==> src/rtl/ring_pkg.sv <==
// Shared definitions for logic that consumes the one-hot ring counter.
//   RING_W    : width of the one-hot ring vector
//   IDX_W     : width of the encoded phase index
//   next_idx  : expected successor of an index for a given rotation direction
//   is_onehot : true when exactly one bit of the ring vector is set
package ring_pkg;

    localparam int unsigned RING_W = 8;
    localparam int unsigned IDX_W  = 3;

    // dir = 1 counts down (7,6,...,0,7), dir = 0 counts up; wraps modulo 2^IDX_W
    function automatic logic [IDX_W-1:0] next_idx(input logic [IDX_W-1:0] idx,
                                                  input logic             dir);
        logic [IDX_W-1:0] nxt;
        if (dir) begin
            nxt = idx - IDX_W'(1);
        end else begin
            nxt = idx + IDX_W'(1);
        end
        return nxt;
    endfunction

    // Clearing the lowest set bit leaves zero only for a single-bit vector
    function automatic logic is_onehot(input logic [RING_W-1:0] vec);
        logic [RING_W-1:0] low_cleared;
        low_cleared = vec & (vec - RING_W'(1));
        return (vec != '0) && (low_cleared == '0);
    endfunction

endpackage

==> src/rtl/ring_onehot_encoder.sv <==
// Combinational one-hot to binary encoder for the ring vector.
// Ports:
//   vec     : ring vector to encode
//   idx_c   : position of the set bit (meaningless unless legal_c is 1)
//   legal_c : vec has exactly one bit set
module ring_onehot_encoder
    import ring_pkg::*;
(
    input  logic [RING_W-1:0] vec,
    output logic [IDX_W-1:0]  idx_c,
    output logic              legal_c
);

    // OR of the positions of all set bits; exact for a legal one-hot input
    always_comb begin
        idx_c = '0;
        for (int i = 0; i < int'(RING_W); i++) begin
            if (vec[i]) begin
                idx_c = idx_c | IDX_W'(i);
            end
        end
    end

    assign legal_c = is_onehot(vec);

endmodule

==> src/rtl/ring_phase_monitor.sv <==
// Registers the one-hot ring vector, encodes its phase, counts completed
// revolutions and flags one-hot or rotation-sequence violations.
// Ports:
//   clk, rst_n  : clock, asynchronous active-low reset
//   ena         : sample enable; state holds while low
//   ring_in     : one-hot ring vector from the ring counter
//   clr_err     : synchronous clear of err_sticky / err_count (an error in
//                 the same cycle wins)
//   phase_idx   : index of the set bit of the last legal sample
//   phase_valid : last sample was one-hot
//   rev_pulse   : one-cycle pulse on a completed revolution
//   rev_count   : revolution counter, wraps silently
//   err_onehot  : one-cycle pulse, last sample not one-hot
//   err_seq     : one-cycle pulse, one-hot but not the expected next index
//   err_sticky  : latched OR of the error pulses
//   err_count   : saturating error event counter
module ring_phase_monitor
    import ring_pkg::*;
#(
    parameter int unsigned REV_W    = 8,
    parameter int unsigned ERR_W    = 4,
    parameter bit          DIR_DOWN = 1'b1
) (
    input  logic              clk,
    input  logic              rst_n,
    input  logic              ena,
    input  logic [RING_W-1:0] ring_in,
    input  logic              clr_err,
    output logic [IDX_W-1:0]  phase_idx,
    output logic              phase_valid,
    output logic              rev_pulse,
    output logic [REV_W-1:0]  rev_count,
    output logic              err_onehot,
    output logic              err_seq,
    output logic              err_sticky,
    output logic [ERR_W-1:0]  err_count
);

    // Index the ring leaves when it completes a revolution
    localparam logic [IDX_W-1:0] WRAP_FROM = DIR_DOWN ? IDX_W'(0) : IDX_W'(RING_W - 1);
    localparam logic [ERR_W-1:0] ERR_MAX   = '1;

    logic [IDX_W-1:0] enc_idx_c;
    logic             enc_legal_c;
    logic [IDX_W-1:0] exp_idx_c;

    logic             synced;
    logic [IDX_W-1:0] prev_idx;

    logic [IDX_W-1:0] phase_idx_d;
    logic             phase_valid_d;
    logic             rev_pulse_d;
    logic [REV_W-1:0] rev_count_d;
    logic             err_onehot_d;
    logic             err_seq_d;
    logic             err_sticky_d;
    logic [ERR_W-1:0] err_count_d;
    logic             synced_d;
    logic [IDX_W-1:0] prev_idx_d;

    ring_onehot_encoder u_enc (
        .vec     (ring_in),
        .idx_c   (enc_idx_c),
        .legal_c (enc_legal_c)
    );

    assign exp_idx_c = next_idx(prev_idx, DIR_DOWN);

    // Next-state: sampling, sequence check, revolution and error accounting
    always_comb begin
        phase_idx_d   = phase_idx;
        phase_valid_d = phase_valid;
        rev_pulse_d   = 1'b0;
        rev_count_d   = rev_count;
        err_onehot_d  = 1'b0;
        err_seq_d     = 1'b0;
        err_sticky_d  = err_sticky;
        err_count_d   = err_count;
        synced_d      = synced;
        prev_idx_d    = prev_idx;

        if (!ena) begin
            // Gap in sampling: the ring may have moved, so do not trust prev_idx
            synced_d = 1'b0;
        end else if (!enc_legal_c) begin
            err_onehot_d  = 1'b1;
            phase_valid_d = 1'b0;
            synced_d      = 1'b0;
        end else begin
            phase_valid_d = 1'b1;
            phase_idx_d   = enc_idx_c;
            prev_idx_d    = enc_idx_c;
            synced_d      = 1'b1;
            if (synced) begin
                if (enc_idx_c != exp_idx_c) begin
                    // Skip or stall: flag it and resync on the new index
                    err_seq_d = 1'b1;
                end else if (prev_idx == WRAP_FROM) begin
                    rev_pulse_d = 1'b1;
                    rev_count_d = rev_count + REV_W'(1);
                end
            end
        end

        // Error bookkeeping; a new error outranks a simultaneous clear
        if (ena) begin
            if (err_onehot_d || err_seq_d) begin
                err_sticky_d = 1'b1;
                if (clr_err) begin
                    err_count_d = ERR_W'(1);
                end else if (err_count != ERR_MAX) begin
                    err_count_d = err_count + ERR_W'(1);
                end
            end else if (clr_err) begin
                err_sticky_d = 1'b0;
                err_count_d  = '0;
            end
        end
    end

    // State and output registers
    always_ff @(posedge clk or negedge rst_n) begin
        if (!rst_n) begin
            phase_idx   <= '0;
            phase_valid <= 1'b0;
            rev_pulse   <= 1'b0;
            rev_count   <= '0;
            err_onehot  <= 1'b0;
            err_seq     <= 1'b0;
            err_sticky  <= 1'b0;
            err_count   <= '0;
            synced      <= 1'b0;
            prev_idx    <= '0;
        end else begin
            phase_idx   <= phase_idx_d;
            phase_valid <= phase_valid_d;
            rev_pulse   <= rev_pulse_d;
            rev_count   <= rev_count_d;
            err_onehot  <= err_onehot_d;
            err_seq     <= err_seq_d;
            err_sticky  <= err_sticky_d;
            err_count   <= err_count_d;
            synced      <= synced_d;
            prev_idx    <= prev_idx_d;
        end
    end

endmodule

==> config.mk <==
export PLATFORM = sky130hd
export DESIGN_NAME = ring_phase_monitor
export DESIGN_NICKNAME = d
export VERILOG_FILES = /design/src/rtl/ring_pkg.sv /design/src/rtl/ring_onehot_encoder.sv /design/src/rtl/ring_phase_monitor.sv
export SDC_FILE = /design/constraint.sdc
export NUM_CORES = 1
export LEC_CHECK = 0
export CORE_UTILIZATION = 40
export DETAILED_ROUTE_END_ITERATION = 8
export GPL_TIMING_DRIVEN = 1
export PLACE_DENSITY = 0.68
export SETUP_SLACK_MARGIN = 0.4
export SYNTH_ARGS = -nofsm -noshare
export SYNTH_HDL_FRONTEND = slang
export SYNTH_SLANG_ARGS = --single-unit
==> constraint.sdc <==
create_clock -name clk -period 3.7 [get_ports clk]
set_input_delay 0.74 -clock clk [delete_from_list [all_inputs] [get_ports clk]]
set_output_delay 0.74 -clock clk [all_outputs]
set_load 0.01 [all_outputs]
* After elaboration in Yosys (flattened, before gate mapping)
Cells that the tools add are included.
** Word-level totals
- Flip-flop bits (word level) :: 21
- Input bits :: 12
- Output and inout port bits :: 20
- Logic and storage cells :: 54
** Operators by class
- $add $sub $neg :: 4
- Eq/ne operators :: 2
- Mux-type cells :: 26
- Bitwise gates (word level) :: 2
- Reduce and logical (&&, ||, !) cells :: 11
** Operators with widths (number)
- 2-to-1 mux 1 bit :: 16
- 2-to-1 mux 4 bit :: 4
- 2-to-1 mux 3 bit :: 4
- adder 8 x 1 -> 8 bit, second input constant :: 1
- bitwise AND 8 bit :: 1
- zero test 8 bit :: 1
- nonzero test 8 bit :: 1
- subtractor 8 x 1 -> 8 bit, second input constant :: 1
- AND reduction 5 bit :: 1
- adder 4 x 1 -> 4 bit, second input constant :: 1
- 2-to-1 mux 2 bit :: 2
- inequality test 4 bit, second input constant :: 1
- AND reduction 2 bit :: 2
- nonzero test 2 bit :: 2
- zero test 3 bit :: 1
- inequality test 3 bit :: 1
- AND reduction 3 bit :: 1
- subtractor 3 x 1 -> 3 bit, second input constant :: 1
- logical AND 1 bit :: 1
- logical OR 1 bit :: 1
- NOT 1 bit :: 1

* Logic depth before layout (Yosys ltp)
Gate-level depths: netlist (run 1).
- Word-level depth :: 15
- Mapped depth :: 8
- Gate-level depth less buffers :: 8

* Cells and area by module
A second synthesis (run 1) with hierarchy kept.
** Unflattened totals
- Cells, all modules :: 110
- Area total of the unflattened synthesis :: 1178.6 µm²
** Modules (own cells, without submodules)
- ring_phase_monitor :: instances 1, cells an instance 96, area an instance 1061.0 µm²
- ring_onehot_encoder :: instances 1, cells an instance 14, area an instance 117.6 µm²

* Least setup slack after synthesis (run 1)
No wires, ideal clock.
- Path type :: input to register
- Start point :: input port ring_in[3]
- End point :: register rev_count[1]
- Data arrival time :: 2.164 ns
- Path slack :: 1.408 ns
- Stages :: 7
- Path buffers :: 0
- Path through :: or3_1 > o21bai_1 > a21oi_2 > nand3_4 > inv_4 > nand2_4 > mux2_1
** Between the ends
- Longest elaborated chain between the ends :: 8
- Elaborated cells on any way between the ends :: 13
- Classes of those cells :: add/sub: 1; eq/ne: 1; mux: 5; bitwise: 2; reduce/logical: 4
** Ends and longest elaborated chain
- start, declared :: line ring_phase_monitor.sv:27 : input logic [RING_W-1:0] ring_in,
- parallel branches: the longest is 7 deep, another holds subtractor 8 x 1 -> 8 bit
- AND reduction 5 bit (no source line) (*)
- end signal, assigned :: line ring_phase_monitor.sv:138 : rev_count <= rev_count_d;
- end, declared :: line ring_phase_monitor.sv:32 : output logic [REV_W-1:0] rev_count,
Every way passes the cells marked *.
A chain may end at the register's enable or synchronous reset.

* Worst setup path in the final report (run 1)
- Start point :: input port ring_in[7]
- End point :: register err_count[3]
** Between the ends
- Longest elaborated chain between the ends :: 9
- Elaborated cells on any way between the ends :: 17
- Classes of those cells :: add/sub: 1; eq/ne: 1; mux: 8; bitwise: 1; reduce/logical: 6
** Ends and longest elaborated chain
- subtractor 8 x 1 -> 8 bit or 2-to-1 mux 3 bit (tied branches) :: line ring_pkg.sv:26, ring_onehot_encoder.sv:18
- bitwise AND 8 bit or inequality test 3 bit (tied branches) :: line ring_pkg.sv:26, ring_phase_monitor.sv:95
- zero test 8 bit or 2-to-1 mux 1 bit (tied branches) :: line ring_pkg.sv:27, ring_phase_monitor.sv:95
- logical AND 1 bit or 2-to-1 mux 1 bit (tied branches) :: line ring_pkg.sv:27, ring_phase_monitor.sv:94
- 2-to-1 mux 1 bit :: line ring_phase_monitor.sv:85 : end else if (!enc_legal_c) begin
- 2-to-1 mux 1 bit :: line ring_phase_monitor.sv:82 : if (!ena) begin
- logical OR 1 bit (*) :: line ring_phase_monitor.sv:107 : if (err_onehot_d || err_seq_d) begin
- nonzero test 2 bit (no source line)
- AND reduction 3 bit (no source line)
- end signal, assigned :: line ring_phase_monitor.sv:142 : err_count <= err_count_d;
- end, declared :: line ring_phase_monitor.sv:36 : output logic [ERR_W-1:0] err_count
Mark *: on every way between the ends. The rest lies on a longest branch, timed or not.

==> results of run 1 <==
cells in the final DEF, fill, tap and decap left out, types with 3 or more instances in the layout:
cell type	n
clkdlybuf4s50_1	31
and3_1	5
nor2_1	3
inv_1	7
nand2_1	7
xnor2_1	8
o21ai_0	8
dfrtp_1	21
clkbuf_4	3
ha_1	4
a21oi_1	3
nand3_1	4
worst max-delay path, stage by stage:
cell             delay [ps]
clkdlybuf4s50_1         520
nor4_2                  470
xor2_1                  200
o31ai_2                 330
nand3_2                 220
a41o_1                  290
a21oi_1                 170
cell type report:
| type | instances | area (µm²) |
|---|---|---|
| fillers | 261 | 1230 |
| multi-input cells | 76 | 597 |
| flip-flops and latches | 21 | 526 |
| repair buffers | 31 | 310 |
| well taps | 31 | 38.8 |
| inverters | 8 | 32.5 |
| clock buffers | 4 | 26.3 |
metal layers:
metal	vias up	GRT usage
li1	455	-
met1	421	0.211
met2	23	0.284
met3	2	0.0558
met4	0	0.0314
met5	-	0
final timing paths:
path	end	depth (start not counted)
min in group asynchronous	err_onehot	1
hold reg to reg	rev_count[7]	1
hold / removal	rev_count[7]	1
setup / recovery	err_count[3]	7
max in group asynchronous	synced	1
setup reg to reg	err_count[3]	8
registers in the layout, summed over array words and instances (netlist names):
name and flops:
err_count 4, err_seq 1, phase_valid 1, err_sticky 1, err_onehot 1, prev_idx 3
rev_count 8, synced 1, rev_pulse 1
synthesized netlist by cell type (all sizes together) (2+ instances only):
cell type / count / share of area
and3: 5 / 0.027
or3: 2 / 0.012
o21bai: 2 / 0.013
xnor2: 8 / 0.060
a31oi: 2 / 0.011
nand4: 2 / 0.011
nor4: 5 / 0.058
ha: 4 / 0.043
a21oi: 4 / 0.020
xor2: 2 / 0.015
dfrtp: 21 / 0.45
a41o: 2 / 0.017
nand3: 6 / 0.041
nor2: 3 / 0.0097
a22o: 2 / 0.017
o21ai: 8 / 0.034
and4: 2 / 0.015
inv: 8 / 0.028
nand2: 8 / 0.032
report_power, final:
part	internal, mW	switching, mW	leakage (nW)
sequential	0.246	0.0166	0.279
clock	0.0420	0.0686	0.0150
combinational	0.0721	0.0753	0.372
total	0.360	0.161	0.666
kinds of logic (layout without fill, tap and decap cells):
kind of cell | count (synthesis) | after routing | share of synthesized area
simple gates | 36 | 36 | 0.224
compound gates | 24 | 24 | 0.153
flops | 21 | 21 | 0.452
xor+xnor | 10 | 10 | 0.0754
buf+inv | 9 | 43 | 0.0345
mux | 2 | 2 | 0.0183
fa+ha+maj | 4 | 4 | 0.0431
==> results.cfg, run 1 <==
[outcome]
outcome = finished clean

[synthesis]
syn-instance-count = 106
synth_area_per_cell_um2 = 11.0
synthArstFlopShare = 1.00
syn-num-nets = 122
netlist_area_um2 = 1160
synth.distinct_cells = 37
ys_ff_latch = 21
yosysSeqAreaShare = 0.452
synth_edf_count = 0
synth_ff_type = dfrtp_1
ys_warn_count = 0

[detailed_routing]
totalWireLength_um = 2420
post_drt_wl_per_cell_um = 14.1
routed-via-count = 901
met2_length_um = 1130
met3_length_um = 101
vias_per_cell = 5.27
first_iter_violations = 28
wl_met1_um = 1170
dr.pass1.iters = 4
ant_nets = 0
drcViolationCount = 0
routed.top_layer = met4

[timing]
fin_skew_ps = 7.99
slew_violations = 0
whs_ps = 481
worstMarginPinSlew_ps = 980
clock.fmax_ghz = 0.370
post-route-min-period_ps = 2700
period_share = 0.730
setup_viol = 0
finalSetupTns_ps = 0
worst_slack_ps = 998
hold_violations = 0
maxSlewHeadroom = 0.345
grt_setup_unrepaired = false

[final_layout]
final_nets = 157
fin_cells = 171
postLayoutCoreUtil = 0.555
syn2layout_area_growth_pct = 31.6
diodes = 0
drive_gt1_frac = 0.121
fin_area_um2 = 1530

[clock_tree]
h-tree-depth = 1
hold_buffers = 0
insertion_delay_ps = 300
cts_setup_buffers = 0
clock_sinks = 21
cts_inserted_buffers = 3
clk_path_buf_depth = 2
cts_tree = yes
cts_resized = 0
cts_root_buffer = clkbuf_4
path_clk_slew_ps = 120

[global_route]
antenna_found_initial = 0
grt_pass1_vias = 901
grt_max_degree = 22
overflow = 0
grt_pass1_wl_um = 4170
grt_usage = 0.168

[place]
gp_congestion = 0.750
post-dp-hpwl_um = 1780
placement.io_buffers = 31
pre_cts_ws_ps = 659
dpl_cell_area_um2 = 1500
placed_cells = 167

[setup_path]
r2r_setup_slack_ps = 1490
cp_max_fo = 8
startpoint = ring_in[7]
critPathLaunchType = primary input
critPathArrivalTime_ps = 2930
crit_required_ps = 3930
worstSetupPathType = in -> reg
end_kind = flop
crit-reg2reg-launch = prev_idx[0]

[power_and_ir_drop]
cellPowerDensity_nw_per_um2 = 340
cellLeakagePower_nw = 0.666
power_mw = 0.520
ir_drop_mv = 0.294

[worst_hold_path]
hold_path.class = reg -> reg
worstHoldStart = rev_count[7]

[floorplan]
fp.dieW_um = 55.9
rows = 19
die_area_um2 = 3130
chipHeight_um = 55.9
start_util = 0.422
boundaryPins = 32
core-area_um2 = 2760

[run]
maxCapViolCount = 0
Power figures use the tool's default switching activity.
==> run 2: changes to the inputs <==
==> constraint.sdc (replaced) <==
create_clock -name clk -period 2.7 [get_ports clk]
set_input_delay 0.54 -clock clk [delete_from_list [all_inputs] [get_ports clk]]
set_output_delay 0.54 -clock clk [all_outputs]
set_load 0.01 [all_outputs]
==> run 2 against run 1 <==
Sequential share of layout area down 3.0 points. Via count up 6.8%. Power up 39%. Wire length down 6.9%. Core utilization up 5.4 points. Cell area up 9.6%. Critical path type unchanged. Largest cell class unchanged.
==> results.cfg, run 2 (synthesis results as in run 1) <==
[timing]
finalSetupTns_ps = 0
grt_setup_unrepaired = false
fin_skew_ps = 2.28
setup_viol = 0
clock.fmax_ghz = 0.451
period_share = 0.822
worstMarginPinSlew_ps = 418
whs_ps = 478
slew_violations = 0
post-route-min-period_ps = 2220
worst_slack_ps = 481
maxSlewHeadroom = 0.720
hold_violations = 0

[final_layout]
largestRegisters = rev_count (8), err_count (4), prev_idx (3)
layout_common_cells = 26 x clkdlybuf4s50_1, 21 x dfrtp_1, 12 x buf_4, 8 x o21ai_0, 8 x xnor2_1
final_nets = 169
top_register = rev_count
nFillCells = 243
largest_reg_flops = 8
final_common_cell = clkdlybuf4s50_1
fin_cells = 183
drive_gt1_frac = 0.217
postLayoutCoreUtil = 0.608
syn2layout_area_growth_pct = 44.3
diodes = 0

[setup_path]
crit-reg2reg-launch = prev_idx[0]
end_kind = flop
startpoint = ring_in[4]
crit_chain = clkdlybuf4s50_1, nor4_4, buf_4, o31a_2, o32ai_4, nand3_2, a41o_1, a21oi_1
cp_max_fo = 8
critPathLaunchType = primary input
reg2regPathDepth = 8
worstSetupPathType = in -> reg
r2r_setup_slack_ps = 560
crit_required_ps = 2930
cpMaxStageDelayCell = clkdlybuf4s50_1
crit_path_max_incr_delay_ps = 540
critPathArrivalTime_ps = 2450
r2r-end = err_count[2]

[global_route]
grt_max_degree = 22
grt_pass1_wl_um = 4060
overflow = 0
grt_pass1_vias = 916
antenna_found_initial = 0
grt_usage = 0.164

[detailed_routing]
routed-via-count = 962
dr.pass1.iters = 4
totalWireLength_um = 2250
first_iter_violations = 30
vias_per_cell = 5.26
drcViolationCount = 0
ant_nets = 0
post_drt_wl_per_cell_um = 12.3

[power_and_ir_drop]
cellLeakagePower_nw = 0.763
p_clk_frac = 0.200
seqPwrFrac = 0.494
power_frac_comb = 0.307
cellPowerDensity_nw_per_um2 = 432
switchingPower_mw = 0.222
intPower_mw = 0.502
ir_drop_mv = 0.349
switching_share = 0.307

[worst_hold_path]
worstHoldStart = rev_count[7]
hold_depth = 1
hold_path.class = reg -> reg
whs_endpoint = rev_count[7]

[place]
placed_cells = 176
placement.io_buffers = 31
gp_congestion = 0.729
post-dp-hpwl_um = 1740
pre_cts_ws_ps = -5.55

[clock_tree]
clk_path_buf_depth = 2
cts_inserted_buffers = 3
cts_root_buffer = clkbuf_4
cts_tree = yes
path_clk_slew_ps = 110
h-tree-depth = 1
clock_sinks = 21
insertion_delay_ps = 290

[floorplan]
start_util = 0.422
core-area_um2 = 2760
die_area_um2 = 3130
rows = 19
fp.dieW_um = 55.9
chipHeight_um = 55.9
boundaryPins = 32

[outcome]
outcome = finished clean

[run]
maxCapViolCount = 0
-- run 2: changes by cell type in the layout (fill, tap and decap cells not counted), sizes merged --
cell	previous run	this run
buf	0	12
dlygate4sd2	0	2
clkdlybuf4s50	31	26
clkbuf	4	3
clkinv	0	1
dlymetal6s2s	0	3
-- run 2: worst max-delay path: cells and delay by family --
kind                   cells  cell delay (ps)
AO/OA/AOI/OAI              4              910
buffers and inverters      2              690
AND/OR/NAND/NOR            2              300
-- run 2: final cells by class --
cell class | count | area [µm²] | share of cell area
Clock inverter | 1 | 5.00 | 0.00298
Tap cell | 31 | 38.8 | 0.0231
Inverter | 8 | 35.0 | 0.0209
Clock buffer | 3 | 22.5 | 0.0134
Multi-Input combinational cell | 76 | 646 | 0.385
Sequential cell | 21 | 526 | 0.313
Timing Repair Buffer | 43 | 405 | 0.242
-- run 2: repair_timing --
action / 4_1_cts / 5_1_grt
setup endpoints to repair: 5 / 7
pin swaps: 4 / 5
hold buffers: 0 / 0
buffers inserted: 0 / 3
resized for setup: 3 / 9
endpoints found under the hold margin: 0 / 0
-- run 2: worst max path at each step --
stage / end / slack (ps)
detailed placement: err_count[2] / -6
finish: err_count[2] / 480
global route: err_count[3] / 400
floorplan: rev_count[1] / 600
CTS: err_count[2] / 410
global placement: err_count[3] / 40
-- run 2: stage by stage --
step           power, mW  instance area (µm²)
3_5_place_dp       0.575                 1570
3_3_place_gp       0.570                 1570
6_report           0.725                 1680
5_1_grt            0.777                 1680
2_1_floorplan      0.473                 1160
4_1_cts            0.728                 1610
-- run 2: per-layer routing --
metal  global-route usage  wire length [µm]  up-vias  part of all wire
met2                0.253              1070       20              0.48
met5                    0                 0        -                 0
met1                0.219              1060      464              0.47
met4               0.0488                17        0            0.0076
li1                     -                 -      476                 -
met3               0.0558               105        2             0.047
-- run 2: power by group through the flow --
stage	Combinational, mW	Sequential [mW]	Clock, mW
2_1_floorplan	0.102	0.371	0
3_3_place_gp	0.207	0.363	0
3_5_place_dp	0.210	0.364	0
4_1_cts	0.212	0.359	0.157
5_1_grt	0.246	0.362	0.169
6_report	0.222	0.358	0.145
==> run 3: changes to the inputs <==
--- a/config.mk
+++ b/config.mk
@@ -8,7 +8,7 @@
 export CORE_UTILIZATION = 40
 export DETAILED_ROUTE_END_ITERATION = 8
 export GPL_TIMING_DRIVEN = 1
-export PLACE_DENSITY = 0.68
+export PLACE_DENSITY = 0.71
 export SETUP_SLACK_MARGIN = 0.4
 export SYNTH_ARGS = -nofsm -noshare
 export SYNTH_HDL_FRONTEND = slang
==> constraint.sdc (replaced) <==
create_clock -name clk -period 2 [get_ports clk]
set_input_delay 0.4 -clock clk [delete_from_list [all_inputs] [get_ports clk]]
set_output_delay 0.4 -clock clk [all_outputs]
set_load 0.01 [all_outputs]
==> run 3 against run 2 <==
Global-route usage up 5.2 points. Power is 67% higher. Cell area is 25% higher. Critical path depth unchanged. Clock skew increased by 13 ps. Non-clock buffer count up 30.
==> results.cfg, run 3 (synthesis results as in run 1) <==
[timing]
slew_violations = 0
setup_viol = 0
grt_setup_unrepaired = true
worstMarginPinSlew_ps = 396
clock.fmax_ghz = 0.525
hold_violations = 0
period_share = 0.953
fin_skew_ps = 15.6
post-route-min-period_ps = 1910
whs_ps = 352
worst_slack_ps = 94.5
maxSlewHeadroom = 0.733

[power_and_ir_drop]
power_mw = 1.21
cellPowerDensity_nw_per_um2 = 575
cellLeakagePower_nw = 1.06
ir_drop_mv = 0.697

[global_route]
grt_pass1_wl_um = 5240
grt_usage = 0.216
antenna_found_initial = 0
overflow = 0
grt_max_degree = 22
grt_pass1_vias = 1186

[place]
placed_cells = 178
pre_cts_ws_ps = -623
post-dp-hpwl_um = 1910
placement.io_buffers = 31
gp_congestion = 0.831

[floorplan]
die_area_um2 = 3130
chipHeight_um = 55.9
fp.dieW_um = 55.9
start_util = 0.422
boundaryPins = 32
rows = 19
core-area_um2 = 2760

[detailed_routing]
drcViolationCount = 0
dr.pass1.iters = 4
totalWireLength_um = 3420
first_iter_violations = 45
ant_nets = 0
post_drt_wl_per_cell_um = 16.1
vias_per_cell = 5.46
routed-via-count = 1164

[run]
maxCapViolCount = 0

[worst_hold_path]
hold_path.class = in -> reg
hold_depth = 3
worstHoldStart = ring_in[3]

[final_layout]
drive_gt1_frac = 0.505
diodes = 0
fin_cells = 213
top_register = rev_count
layout_common_cells = 34 x buf_4, 21 x dfrtp_1, 17 x dlygate4sd2_1, 10 x buf_6
largest_reg_flops = 8
final_common_cell = buf_4
largestRegisters = rev_count (8), err_count (4), prev_idx (3)
final_nets = 199
syn2layout_area_growth_pct = 80.7

[setup_path]
cp_max_fo = 8
startpoint = prev_idx[1]
crit-reg2reg-launch = prev_idx[1]
end_kind = flop
crit_path_end = err_count[3]
critPathLaunchType = flop
worstSetupPathType = reg -> reg
critPathArrivalTime_ps = 2160
reg2regPathDepth = 8
r2r-end = err_count[3]
crit_required_ps = 2260
r2r_setup_slack_ps = 90

[clock_tree]
cts_inserted_buffers = 3
h-tree-depth = 1
insertion_delay_ps = 330
cts_tree = yes
cts_root_buffer = clkbuf_4
path_clk_slew_ps = 130
clock_sinks = 21
clk_path_buf_depth = 2

[outcome]
outcome = finished clean
## run 3: cell types whose count changed in the layout (fill, tap and decap cells not counted), moves of 4 or more
cell | before | now
buf_4 | 12 | 34
buf_6 | 0 | 10
dlygate4sd2_1 | 2 | 17
clkdlybuf4s50_1 | 26 | 3
o21ai_0 | 8 | 4
## run 3: power by group
part / switching, mW / internal [mW]
clock: 0.140 / 0.0751
sequential: 0.0202 / 0.454
combinational: 0.251 / 0.267
## run 3: critical path, cell delays in order (launching register included)
cell and delay, ps:
dfrtp_1 410, inv_2 80, ha_4 140, ha_4 200, xor2_4 170, o31ai_4 300
nand3_4 170, a41o_1 220, a21oi_1 140
## run 3: area by class of cell
cell class / count / area [µm²]
clock buffers: 3 / 22.5
clock inverters: 1 / 5.00
flip-flops and latches: 21 / 526
inverters: 8 / 35.0
fillers: 195 / 657
repair buffers: 73 / 634
well taps: 31 / 38.8
multi-input cells: 76 / 840
## run 3: repair_timing
item,CTS,global route
hold buffers,0,0
pin swaps,22,22
setup endpoints to repair,38,22
buffers inserted,22,9
hold endpoints to repair,0,0
resized for setup,69,42
## run 3: worst min-delay path by stage
stage | to | slack (ps)
global placement | rev_count[7] | 460
finish | prev_idx[0] | 350
floorplan | err_count[0] | 100
detailed placement | rev_count[7] | 460
CTS | err_seq | 410
global route | prev_idx[0] | 360
## run 3: routing by layer
metal | part of all wire | track usage | vias up | routed length, µm
li1 | - | - | 542 | -
met1 | 0.39 | 0.251 | 574 | 1330
met2 | 0.54 | 0.391 | 38 | 1840
met3 | 0.051 | 0.0558 | 10 | 176
met4 | 0.022 | 0.0627 | 0 | 76
met5 | 0 | 0 | - | 0
## run 3: metrics by stage
stage | area, µm² | util | setup TNS (ps)
2_1_floorplan | 1200 | - | 0
3_3_place_gp | 1620 | 0.589 | -7360
3_5_place_dp | 1620 | 0.589 | -8080
4_1_cts | 1940 | 0.704 | 0
5_1_grt | 2100 | 0.762 | 0
6_report | 2100 | 0.762 | 0
